File: src/rtl/wb_port_arbiter.sv
// Three-requester (ALU/MUL/LSU) round-robin write-back arbiter feeding one
// registered register-file write port, plus a saturating contention counter.
module wb_port_arbiter #(
  parameter int DATA_W = 32,
  parameter int ADDR_W = 5,
  parameter int CNT_W  = 16
) (
  input  logic                  clk,
  input  logic                  reset,
  input  logic [2:0]            req_valid,
  input  logic [3*ADDR_W-1:0]   req_rd,
  input  logic [3*DATA_W-1:0]   req_data,
  output logic [2:0]            req_ready,
  input  logic                  flush,
  output logic [ADDR_W-1:0]     addr_p2,
  output logic                  we_p2,
  output logic [DATA_W-1:0]     din_p2,
  output logic [CNT_W-1:0]      contention_cnt,
  output logic [1:0]            grant_id
);

  logic [1:0]              r_ptr;
  logic [ADDR_W-1:0]       r_addr;
  logic [DATA_W-1:0]       r_din;
  logic                    r_we;
  logic [1:0]              r_gid;
  logic [CNT_W-1:0]        r_cnt;

  logic [2:0][ADDR_W-1:0]  w_rd_a;
  logic [2:0][DATA_W-1:0]  w_data_a;
  logic [2:0]              w_sum;
  logic [1:0]              w_cand;
  logic                    w_gnt;
  logic [1:0]              w_gnt_idx;
  logic [1:0]              w_ptr_nxt;
  logic                    w_multi;
  logic [ADDR_W-1:0]       w_rd;

  assign w_rd_a   = req_rd;
  assign w_data_a = req_data;
  assign w_rd     = w_rd_a[w_gnt_idx];
  assign w_multi  = (req_valid[0] & req_valid[1]) | (req_valid[0] & req_valid[2]) |
                    (req_valid[1] & req_valid[2]);
  assign w_ptr_nxt = (w_gnt_idx == 2'd2) ? 2'd0 : w_gnt_idx + 2'd1;

  // Search ptr, ptr+1, ptr+2 (mod 3); reset and flush suppress every grant.
  always_comb begin
    w_gnt     = 1'b0;
    w_gnt_idx = r_ptr;
    w_sum     = '0;
    w_cand    = '0;
    req_ready = '0;
    if (!reset && !flush) begin
      for (int k = 0; k < 3; k++) begin
        w_sum  = {1'b0, r_ptr} + 3'(k);
        w_cand = (w_sum >= 3'd3) ? 2'(w_sum - 3'd3) : w_sum[1:0];
        if (!w_gnt && req_valid[w_cand]) begin
          w_gnt     = 1'b1;
          w_gnt_idx = w_cand;
        end
      end
      if (w_gnt) req_ready = 3'b001 << w_gnt_idx;
    end
  end

  always_ff @(posedge clk) begin
    if (reset) begin
      r_ptr  <= '0;
      r_addr <= '0;
      r_din  <= '0;
      r_we   <= 1'b0;
      r_gid  <= '0;
      r_cnt  <= '0;
    end else begin
      if (!flush && w_multi && (r_cnt != {CNT_W{1'b1}}))
        r_cnt <= r_cnt + 1'b1;
      if (flush) begin
        r_we  <= 1'b0;
        r_ptr <= '0;
      end else if (w_gnt) begin
        r_addr <= w_rd;
        r_din  <= w_data_a[w_gnt_idx];
        r_we   <= |w_rd;  // x0 writes complete the handshake but never commit
        r_gid  <= w_gnt_idx;
        r_ptr  <= w_ptr_nxt;
      end else begin
        r_we <= 1'b0;
      end
    end
  end

  assign addr_p2        = r_addr;
  assign din_p2         = r_din;
  assign we_p2          = r_we;
  assign grant_id       = r_gid;
  assign contention_cnt = r_cnt;

endmodule

File: config.mk
export PLATFORM = sky130hd
export DESIGN_NAME = wb_port_arbiter
export DESIGN_NICKNAME = d
export VERILOG_FILES = /design/src/rtl/wb_port_arbiter.sv
export SDC_FILE = /design/constraint.sdc
export NUM_CORES = 1
export LEC_CHECK = 0
export ABC_AREA = 1
export CAP_MARGIN = 10
export CORE_MARGIN = 5
export CORE_UTILIZATION = 45
export CTS_CLUSTER_SIZE = 12
export DETAILED_ROUTE_END_ITERATION = 16
export DONT_BUFFER_PORTS = 1
export RECOVER_POWER = 25
export SYNTH_ARGS = -nofsm -noshare
export SYNTH_HDL_FRONTEND = slang
export SYNTH_SLANG_ARGS = --single-unit
File: constraint.sdc
create_clock -name clk -period 4.2 [get_ports clk]
set_input_delay 0.21 -clock clk [delete_from_list [all_inputs] [get_ports clk]]
set_output_delay 0.21 -clock clk [all_outputs]
set_load 0.05 [all_outputs]
---- Word-level counts from Yosys, hierarchy flattened ----
Cells that the tools add are included.
word-level totals
  register bits ........................... 58
  input port bits ......................... 117
  output and inout bits ................... 59
  logic and storage cells ................. 71
cells by class
  add/subtract/negate cells ............... 7
  $lt $le $gt $ge ......................... 7
  equal/unequal tests ..................... 2
  shifts and indexed selects .............. 1
  mux-type cells .......................... 28
  bitwise gates (word level) .............. 7
  reduce and logical (&&, ||, !) cells .... 13
operators with widths
  cell                     number
  $bmux W32 S2             1
  $mux W32                 1
  $mux W2                  9
  $add A16 B1 Y16 const B  1
  $ne A16 B16 Y1 const B   1
  $lt A2 B3 Y1 const B     4
  $bmux W5 S2              1
  $mux W1                  10
  $bmux W1 S2              3
  $ge A3 B2 Y1 const B     2
  $mux W3                  2
  $sub A2 B2 Y2 const B    3
  $logic_and A1 B1 Y1      5
  $mux W5                  1
  $reduce_or A5 Y1         1
  $logic_not A1 Y1         4
  $add A2 B1 Y3 const B    1
  $add A2 B2 Y3 const B    1
  $and A1 B1 Y1            3
  $reduce_or A3 Y1         1
  $shl A1 B2 Y3 const A    1
  $add A2 B1 Y2 const B    1
  $eq A2 B2 Y1 const B     1
  $ge A2 B2 Y1 const B     1
  4 further kinds          6

---- Depth between registers and ports, before layout ----
Gate-level depths: netlist of run 1.
  depth after elaboration ................. 18
  depth in mapped cells ................... 19
  mapped depth without buffers ............ 18

---- Worst setup path after synthesis of run 1 ----
OpenSTA, ideal clock, no wires.
  path kind ............................... register to output
  start ................................... register r_ptr[0]
  end ..................................... output port req_ready[0]
  arrival ................................. 2.510 ns
  data required time ...................... 3.990 ns
  slack ................................... 1.480 ns
  cell stages (with the launch flop) ...... 14
  path buffers ............................ 1
  cell sequence ........................... dfxtp_1 -> inv_1 -> ha_1 -> inv_1 -> nand3_1 -> and2_4 -> nor2_8 -> nand2_1 -> nand3_2 -> nand2_4 -> nor2_8 -> inv_4 -> buf_6 -> nor2_1
between the ends
  word-level cells in the longest chain between the ends .. 17
  elaborated cells between the ends (all ways) .. 34
  those cells by class .................... add/sub: 5; order compare: 3; shift: 1; mux: 21; reduce/logical: 4
RTL lines
  what                                                    line  RTL
  start: declaration                                      22    logic [1:0] r_ptr;
  start signal: assignment                                85    r_ptr <= w_ptr_nxt;
  branches (longest 15 deep; another with $add A2 B1 Y3)  --
  $mux W3 (*)                                             62    if (w_gnt) req_ready = 3'b001 << w_gnt_idx;
  $mux W3 (*)                                             53    if (!reset && !flush) begin
  end: declaration                                        13    output logic [2:0] req_ready,
Mark *: on every way between the ends. The select of a mux whose other input is x is not followed.

---- Worst setup path after layout of run 1 ----
  start ................................... register r_ptr[0]
  end ..................................... output port req_ready[2]
The elaborated chain is that of the path after synthesis.

==> flow_summary.yaml, run 1 <==
power:
  power_mw: 1.39
  p_leak_nw: 1.58
  ir_worst_vdd_mv: 0.226
  powerDensity_nw_per_um2: 364
timing:
  fin_ws_ns: 0.898
  fmax_ghz: 0.303
  layout_min_cycle_time_ns: 3.30
  hold_violations: 0
  finalSetupTns_ns: 0
  tightestPinTransition_ns: 1.02
  period_share_pct: 78.6
  rsz0062_at_grt: "no"
  setup_viol: 0
  finClkSkew_ns: 0.00901
  maxSlewHeadroom_pct: 31.7
  drv_slew: 0
clock_network:
  cts.sinks: 58
  clk_latency_ns: 0.33
  tritoncts: "yes"
  numCtsBuffers: 9
  clk_pin_slew_ns: 0.08
  cts-resized-gates: 0
  htree_levels: 3
  clockRootBuffer: "clkbuf_8"
  cts.path.max_buffers: 2
logic_synthesis:
  synth_cell_types: 45
  synthDominantCellAreaShare_pct: 31.6
  synth_fa_ha_area_share_pct: 1.70
  synthSimpleGateAreaFrac_pct: 32.4
  syn-num-nets: 627
  yosys_register_bits: 58
  ys.flop_type: "dfxtp_1"
  synth_xor_area_share_pct: 0.477
  yosysWarnings: 0
  synth_compound_area_share_pct: 21.6
  async_reset_ff_share_pct: 0
  synth_area_per_cell_um2: 7.27
  synth.area.mux_share_pct: 0
  synth_edf_count: 0
  syn_area_um2: 3670
  synthTopCellsByArea: "dfxtp_1 (32%), nand2_1 (15%), o211ai_2 (9.2%)"
  synth_top_area_cell: "dfxtp_1"
  synth_top_family_by_area: "simple AND/OR/NAND/NOR gates"
  synthesis.instances: 505
  yosysSeqAreaShare_pct: 31.6
grt:
  antenna_found_initial: 0
  track_usage_pct: 19.1
  globalRouteOverflowTotal: 0
  grt_pass1_vias: 3205
  grt_pass1_wl_mm: 15.4
  grt_max_degree: 51
final_layout:
  final_nets: 619
  fin_cells: 607
  drive_above_1_share_pct: 15.3
  final_common_cell: "nand2_1"
  antenna_cells: 0
  final_cell_mix: "nand2_1 (144), inv_1 (60), dfxtp_1 (58), nand3_1 (27), o211ai_2 (27)"
  area_growth_pct: 4.40
  fillCellCount: 860
  design_area_um2: 3830
die:
  rows: 33
  core_area_um2: 8090
  ioPinCount: 176
  dieArea_um2: 10100
  initial_utilization_pct: 45.3
  dieWidth_um: 100
  die_y_um: 100
flow_run:
  cap_violations: 0
route:
  routedWlPerCell_um: 16.3
  routed-via-count: 3302
  drt_iter0_drc: 118
  dr.pass1.iters: 4
  antenna_left: 0
  vias_per_cell: 5.44
  wirelength_mm: 9.88
  route.detailed.drc: 0
worst_setup_path:
  cpPeakStageDelay_ns: 0.70
  critPathMaxFanout: 33
  arrival_ns: 3.09
  crit_required_ns: 3.99
  cp_slowest_cell: "nor2_4"
  worst_setup_path_end_kind: "output pin"
  critPathLaunchType: "flip-flop"
  crit_type: "flip-flop to output pin"
  worstPathCellList: "inv_1, ha_1, inv_1, nand3_1, and2_4, nand3_1, nand2_2, nor2_4, buf_4"
placement:
  gp_congestion: 0.964
  numPlacedInstances: 590
  io_buffer_count: 0
  place_hpwl_mm: 7.42
  place_area_um2: 3640
  dpl_worst_slack_ns: 1.24
outcome:
  outcome: "completed"
hold_path:
  holdCritPathClass: "primary input to flip-flop"
worst max-delay path: cells and delay by family, from the launching register on:
| kind | cells | cell delay (ns) |
|---|---|---|
| simple gates | 5 | 1.36 |
| buf+inv | 3 | 0.58 |
| flops | 1 | 0.41 |
| fa+ha+maj | 1 | 0.38 |
kinds of logic (layout without fill, tap and decap cells):
logic type | after synthesis | count (layout)
simple gates | 244 | 244
xor+xnor | 2 | 2
flops | 58 | 58
fa+ha+maj | 5 | 5
buf+inv | 90 | 87
compound gates | 106 | 106
sequential cells by signal (all words and copies together) (netlist names):
signal          cells
din_p2             32
contention_cnt     16
addr_p2             5
grant_id            2
r_ptr               2
we_p2               1
cell type report:
class	count	area, µm²	area share, %
timing repair buffer	4	32.5	0.849
clock inverter	6	41.3	1.08
multi-input combinational	357	2060	53.8
clock buffer	10	138	3.59
tap	105	131	3.43
sequential	58	1160	30.3
inverter	67	267	6.96
where the power goes:
| group | total, mW | internal [mW] | switching (mW) |
|---|---|---|---|
| sequential | 0.707 | 0.580 | 0.127 |
| combinational | 0.213 | 0.0746 | 0.139 |
| clock | 0.474 | 0.230 | 0.245 |
| total | 1.39 | 0.884 | 0.510 |
path summary, 6_finish.rpt:
kind | depth (start not counted) | to | start | slack (ns)
worst max register to register | 12 | grant_id[0]$_SDFFE_PP0P_ | r_ptr[0]$_SDFFE_PP0N_ | 1.26
worst min-delay path | 2 | contention_cnt[7]$_SDFFE_PP0P_ | reset | 0.03
worst max-delay path | 9 | req_ready[2] | r_ptr[0]$_SDFFE_PP0N_ | 0.90
worst min register to register | 2 | r_ptr[0]$_SDFFE_PP0N_ | r_ptr[0]$_SDFFE_PP0N_ | 0.54
stage by stage:
stage                     utilization, %  hold slack, ns
after global routing                47.3          0.0112
after floorplan                        -           0.376
after CTS                           47.3          0.0118
after global placement              45.0           0.285
after detailed placement            45.0           0.286
final                               47.3          0.0278
synthesized netlist by cell type, types with 6 or more instances:
cell type	n
inv_1	60
nand2_1	144
dfxtp_1	58
o21ai_0	16
nand3_2	6
or2_0	15
clkbuf_1	7
nand3_1	27
a31oi_1	25
nor2_1	17
a21oi_1	15
o21ai_1	13
o211ai_1	6
o211ai_2	27
metal layers:
layer,part of all wire (%),wire length (µm),GRT usage [%],up-vias
li1,-,-,-,1653
met2,48,4710,31.3,136
met4,2.7,263,7.36,0
met5,0,0,0,-
met1,40,3950,22.0,1493
met3,9.8,964,7.92,20
what timing repair did:
item / in CTS / in global routing
setup buffers: 0 / 0
hold endpoints to repair: 25 / 0
hold buffers: 1 / 0
Note: power is estimated with default switching activity, not from simulation.
==> run 2, diff against run 1 <==
==> constraint.sdc (replaced) <==
create_clock -name clk -period 3.4 [get_ports clk]
set_input_delay 0.17 -clock clk [delete_from_list [all_inputs] [get_ports clk]]
set_output_delay 0.17 -clock clk [all_outputs]
set_load 0.05 [all_outputs]
==> run 2 against run 1 <==
  * Combinational power increased by 38%
  * Total power increased by 41%
  * Largest cell class unchanged
  * Sequential power is 22% higher
  * Critical endpoint is now din_p2[9]$_SDFFE_PP0P_
  * First-iteration DRC count increased by 8.5%
==> flow_summary.yaml, run 2 (same netlist as run 1, synthesis figures left out) <==
route:
  wirelength_mm: 10.2
  antenna_left: 0
  routedWlPerCell_um: 16.3
  drt_iter0_drc: 128
  vias_per_cell: 5.43
  dr.pass1.iters: 4
  route.detailed.drc: 0
  routed-via-count: 3407
timing:
  hold_violations: 0
  drv_slew: 0
  finClkSkew_ns: 0.00768
  maxSlewHeadroom_pct: 32.4
  tightestPinTransition_ns: 1.01
  layout_min_cycle_time_ns: 3.20
  finalSetupTns_ns: 0
  period_share_pct: 94.2
  fmax_ghz: 0.312
  rsz0062_at_grt: "no"
  setup_viol: 0
die:
  ioPinCount: 176
  initial_utilization_pct: 45.3
  dieArea_um2: 10100
  die_y_um: 100
  dieWidth_um: 100
  core_area_um2: 8090
  rows: 33
worst_setup_path:
  cp_num_cells: 12
  critPathCapture: "din_p2[9]$_SDFFE_PP0P_"
  cp_slowest_cell: "dlygate4sd3_1"
  crit_type: "flip-flop to flip-flop"
  critPathMaxFanout: 25
  cpPeakStageDelay_ns: 0.58
  startpoint: "r_ptr[0]$_SDFFE_PP0N_"
  worstReg2RegStart: "r_ptr[0]$_SDFFE_PP0N_"
  crit_required_ns: 3.68
  critPathLaunchType: "flip-flop"
  rr_worst_depth: 12
  worstPathCellList: "inv_1, ha_1, inv_1, nand3_1, and2_4, nand3_1, nand2_2, nor2_4, buf_12, nand2_1, a31oi_1, dlygate4sd3_1"
  worst_setup_path_end_kind: "flip-flop"
  arrival_ns: 3.49
  r2r_end: "din_p2[9]$_SDFFE_PP0P_"
  critPathTopFamily: "simple AND/OR/NAND/NOR gates"
  crit_buf_inv: 4
  rrSetupSlack_ns: 0.20
clock_network:
  htree_levels: 3
  clk_latency_ns: 0.34
  cts.path.max_buffers: 2
  post-cts-setup-buffers: 0
  clk_pin_slew_ns: 0.08
  cts.sinks: 58
  tritoncts: "yes"
  clockRootBuffer: "clkbuf_8"
  numCtsBuffers: 9
final_layout:
  antenna_cells: 0
  multiInputGateArea_um2: 2070
  area_growth_pct: 11.6
  final_cell_mix: "nand2_1 (144), inv_1 (60), dfxtp_1 (58), nand3_1 (27), o211ai_2 (27)"
  largest_reg_flops: 32
  final_common_cell: "nand2_1"
  fillCellCount: 837
  final_nets: 640
  drive_above_1_share_pct: 15.1
  fin_cells: 628
  register_area_um2: 1160
grt:
  globalRouteOverflowTotal: 0
  antenna_found_initial: 0
  grt_pass1_vias: 3302
  grt_pass1_wl_mm: 16.0
  grt_max_degree: 51
  track_usage_pct: 19.9
power:
  ir_worst_vdd_mv: 0.247
  p_leak_nw: 1.70
  powerDensity_nw_per_um2: 481
placement:
  gp_congestion: 0.892
  io_buffer_count: 0
  place_hpwl_mm: 7.63
  numPlacedInstances: 597
flow_run:
  cap_violations: 0
outcome:
  outcome: "completed"
hold_path:
  holdCritPathClass: "primary input to flip-flop"
run 2: cell count changes in the layout (fill, tap and decap cells not counted), sizes merged:
cell | previous run | this run
dlygate4sd3 | 1 | 15
clkbuf | 10 | 14
bufinv | 0 | 3
clkinvlp | 3 | 0
buf | 3 | 5
inv | 67 | 68
run 2: cell type report:
class	count	area share, %
multi-input cells	357	50.5
repair buffers	25	5.35
clock inverters	7	3.05
clock buffers	9	3.02
flip-flops and latches	58	28.3
well taps	105	3.21
inverters	67	6.51
run 2: worst min-delay path by stage:
stage          cells past startpoint                       to         start  slack, ns
3_3_place_gp                       1   din_p2[9]$_SDFFE_PP0P_         reset       0.24
4_1_cts                            2   din_p2[2]$_SDFFE_PP0P_  req_data[66]     0.0004
6_report                           2   din_p2[2]$_SDFFE_PP0P_  req_data[66]       0.02
3_5_place_dp                       1   din_p2[9]$_SDFFE_PP0P_         reset       0.25
5_1_grt                            2   din_p2[2]$_SDFFE_PP0P_  req_data[66]      0.002
2_1_floorplan                      2  din_p2[18]$_SDFFE_PP0P_  req_data[82]       0.34
run 2: what timing repair did:
item | in CTS | in global routing
resized for setup | 0 | 1
endpoints found under the setup margin | 0 | 1
hold buffers | 14 | 1
hold endpoints to repair | 26 | 1
run 2: through the flow:
step	setup WS [ns]	hold slack, ns	area [µm²]	power (mW)	utilization, %
4_1_cts	0.0953	0.000443	4100	1.99	50.6
3_5_place_dp	0.661	0.246	3710	1.16	45.8
6_report	0.197	0.0163	4100	1.97	50.6
5_1_grt	0.00329	0.00201	4100	2.06	50.6
2_1_floorplan	0.720	0.336	3670	1.12	-
3_3_place_gp	0.719	0.243	3710	1.15	45.8
run 2: metal layers:
layer | up-vias | track usage (%) | share of wire, % | wire length (µm)
li1 | 1695 | - | - | -
met4 | 0 | 6.94 | 1.6 | 165
met1 | 1557 | 22.9 | 38 | 3880
met3 | 16 | 7.44 | 10 | 1020
met5 | - | 0 | 0 | 0
met2 | 139 | 33.6 | 50 | 5150
run 2: power breakdown:
part           internal (mW)  switching (mW)
Combinational          0.107           0.187
Clock                  0.495           0.316
Sequential             0.716           0.148
==> run 3, diff against run 2 <==
--- a/config.mk
+++ b/config.mk
@@ -13,6 +13,7 @@
 export DETAILED_ROUTE_END_ITERATION = 16
 export DONT_BUFFER_PORTS = 1
 export RECOVER_POWER = 25
+export SETUP_SLACK_MARGIN = 0.3
 export SYNTH_ARGS = -nofsm -noshare
 export SYNTH_HDL_FRONTEND = slang
 export SYNTH_SLANG_ARGS = --single-unit
==> run 3 against run 2 <==
  * Core utilization fell by 0.11 points
  * Combinational power barely moved
  * First-iteration DRC count rose by 15%
  * Sequential cell count did not move
  * Critical path depth fell by 1
  * Sequential power barely moved
  * Total power barely moved
  * Die area did not move
  * Largest cell class unchanged
  * Largest power group unchanged
==> flow_summary.yaml, run 3 (same netlist as run 1, synthesis figures left out) <==
grt:
  globalRouteOverflowTotal: 0
  antenna_found_initial: 0
  track_usage_pct: 19.9
  grt_max_degree: 51
  grt_pass1_vias: 3309
  grt_pass1_wl_mm: 16.0
die:
  core_area_um2: 8090
  die_y_um: 100
  rows: 33
  initial_utilization_pct: 45.3
  dieWidth_um: 100
  dieArea_um2: 10100
  ioPinCount: 176
route:
  routedWlPerCell_um: 16.3
  dr.pass1.iters: 5
  antenna_left: 0
  wirelength_mm: 10.2
  vias_per_cell: 5.43
  route.detailed.drc: 0
  drt_iter0_drc: 147
  routed-via-count: 3410
hold_path:
  holdCritPathClass: "primary input to flip-flop"
power:
  p_leak_nw: 1.70
  powerDensity_nw_per_um2: 481
  combPwrFrac_pct: 14.8
  p_seq_share_pct: 43.9
  swShare_pct: 33.1
  power_switching_mw: 0.651
  clkPwrFrac_pct: 41.3
  power.internal_mw: 1.32
  ir_worst_vdd_mv: 0.248
timing:
  drv_slew: 0
  rsz0062_at_grt: "no"
  hold_violations: 0
  maxSlewHeadroom_pct: 32.7
  period_share_pct: 84.4
  layout_min_cycle_time_ns: 2.87
  finalSetupTns_ns: 0
  setup_viol: 0
  tightestPinTransition_ns: 1.01
  fmax_ghz: 0.348
  finClkSkew_ns: 0.00808
  fin_ws_ns: 0.529
final_layout:
  final_nets: 640
  drive_above_1_share_pct: 15.1
  final_cell_mix: "nand2_1 (144), inv_1 (60), dfxtp_1 (58), nand3_1 (27), o211ai_2 (27)"
  area_growth_pct: 11.4
  largest_reg_flops: 32
  design_area_um2: 4090
  fillCellCount: 839
  final_common_cell: "nand2_1"
  antenna_cells: 0
worst_setup_path:
  critPathMaxFanout: 19
  startpoint: "r_ptr[0]$_SDFFE_PP0N_"
  r2r_end: "din_p2[18]$_SDFFE_PP0P_"
  worst_setup_path_end_kind: "output pin"
  rrSetupSlack_ns: 0.62
  rr_worst_depth: 12
  worstReg2RegStart: "r_ptr[0]$_SDFFE_PP0N_"
  crit_type: "flip-flop to output pin"
  critPathLaunchType: "flip-flop"
  crit_required_ns: 3.23
  critPathCapture: "req_ready[0]"
  arrival_ns: 2.70
clock_network:
  tritoncts: "yes"
  numCtsBuffers: 9
  clockRootBuffer: "clkbuf_8"
  clk_latency_ns: 0.34
  cts.sinks: 58
  cts-resized-gates: 0
  clk_pin_slew_ns: 0.07
  htree_levels: 3
  cts.path.max_buffers: 2
placement:
  dpl_worst_slack_ns: 0.661
  place_area_um2: 3710
  place_hpwl_mm: 7.63
  io_buffer_count: 0
  gp_congestion: 0.892
outcome:
  outcome: "completed"
flow_run:
  cap_violations: 0
[run 3: repair_timing]
action                                 in CTS  in global routing
endpoints found under the hold margin      26                  1
hold buffers                               14                  1
buffers inserted                            0                  0
[run 3: power by group through the flow]
stage | logic (mW) | registers, mW | clock network (mW)
floorplan | 0.243 | 0.877 | 0
global placement | 0.272 | 0.880 | 0
detailed placement | 0.277 | 0.880 | 0
CTS | 0.295 | 0.865 | 0.827
global route | 0.331 | 0.868 | 0.862
finish | 0.292 | 0.864 | 0.812
[run 3: cell type report]
| cell class | count | area, µm² | share of cell area (%) |
|---|---|---|---|
| Multi-Input combinational cell | 357 | 2060 | 50.4 |
| Sequential cell | 58 | 1160 | 28.4 |
| Inverter | 67 | 267 | 6.52 |
| Timing Repair Buffer | 25 | 219 | 5.36 |
| Tap cell | 105 | 131 | 3.21 |
| Clock inverter | 7 | 125 | 3.06 |
| Clock buffer | 9 | 124 | 3.03 |
[run 3: critical path: stages (launching register included)]
cell	delay, ns
dfxtp_1	0.40
inv_1	0.10
ha_1	0.38
inv_1	0.17
nand3_1	0.13
and2_4	0.18
nand3_1	0.08
nand2_2	0.29
nor2_8	0.22
inv_4	0.10
nor2_1	0.11
buf_4	0.20
[run 3: stage by stage]
stage / hold slack [ns] / util [%] / instances / power [mW]
2_1_floorplan: 0.336 / - / 505 / 1.12
6_report: 0.0138 / 50.5 / 628 / 1.97
3_5_place_dp: 0.246 / 45.8 / 597 / 1.16
4_1_cts: 0.000443 / 50.6 / 627 / 1.99
5_1_grt: 0.00201 / 50.5 / 628 / 2.06
3_3_place_gp: 0.243 / 45.8 / 597 / 1.15
[run 3: worst min path at each step]
| stage | startpoint | cells after the start | slack [ns] | to |
|---|---|---|---|---|
| finish | req_data[66] | 2 | 0.01 | din_p2[2]$_SDFFE_PP0P_ |
| global route | req_data[66] | 2 | 0.002 | din_p2[2]$_SDFFE_PP0P_ |
| CTS | req_data[66] | 2 | 0.0004 | din_p2[2]$_SDFFE_PP0P_ |
| detailed placement | reset | 1 | 0.25 | din_p2[9]$_SDFFE_PP0P_ |
| global placement | reset | 1 | 0.24 | din_p2[9]$_SDFFE_PP0P_ |
| floorplan | req_data[82] | 2 | 0.34 | din_p2[18]$_SDFFE_PP0P_ |
[run 3: layer usage]
metal  vias to the layer above  track usage (%)  routed length (µm)
li1                       1694                -                   -
met2                       142             33.8                5070
met4                         0             6.63                 186
met3                        16             7.44                1020
met5                         -                0                   0
met1                      1558             23.0                3970
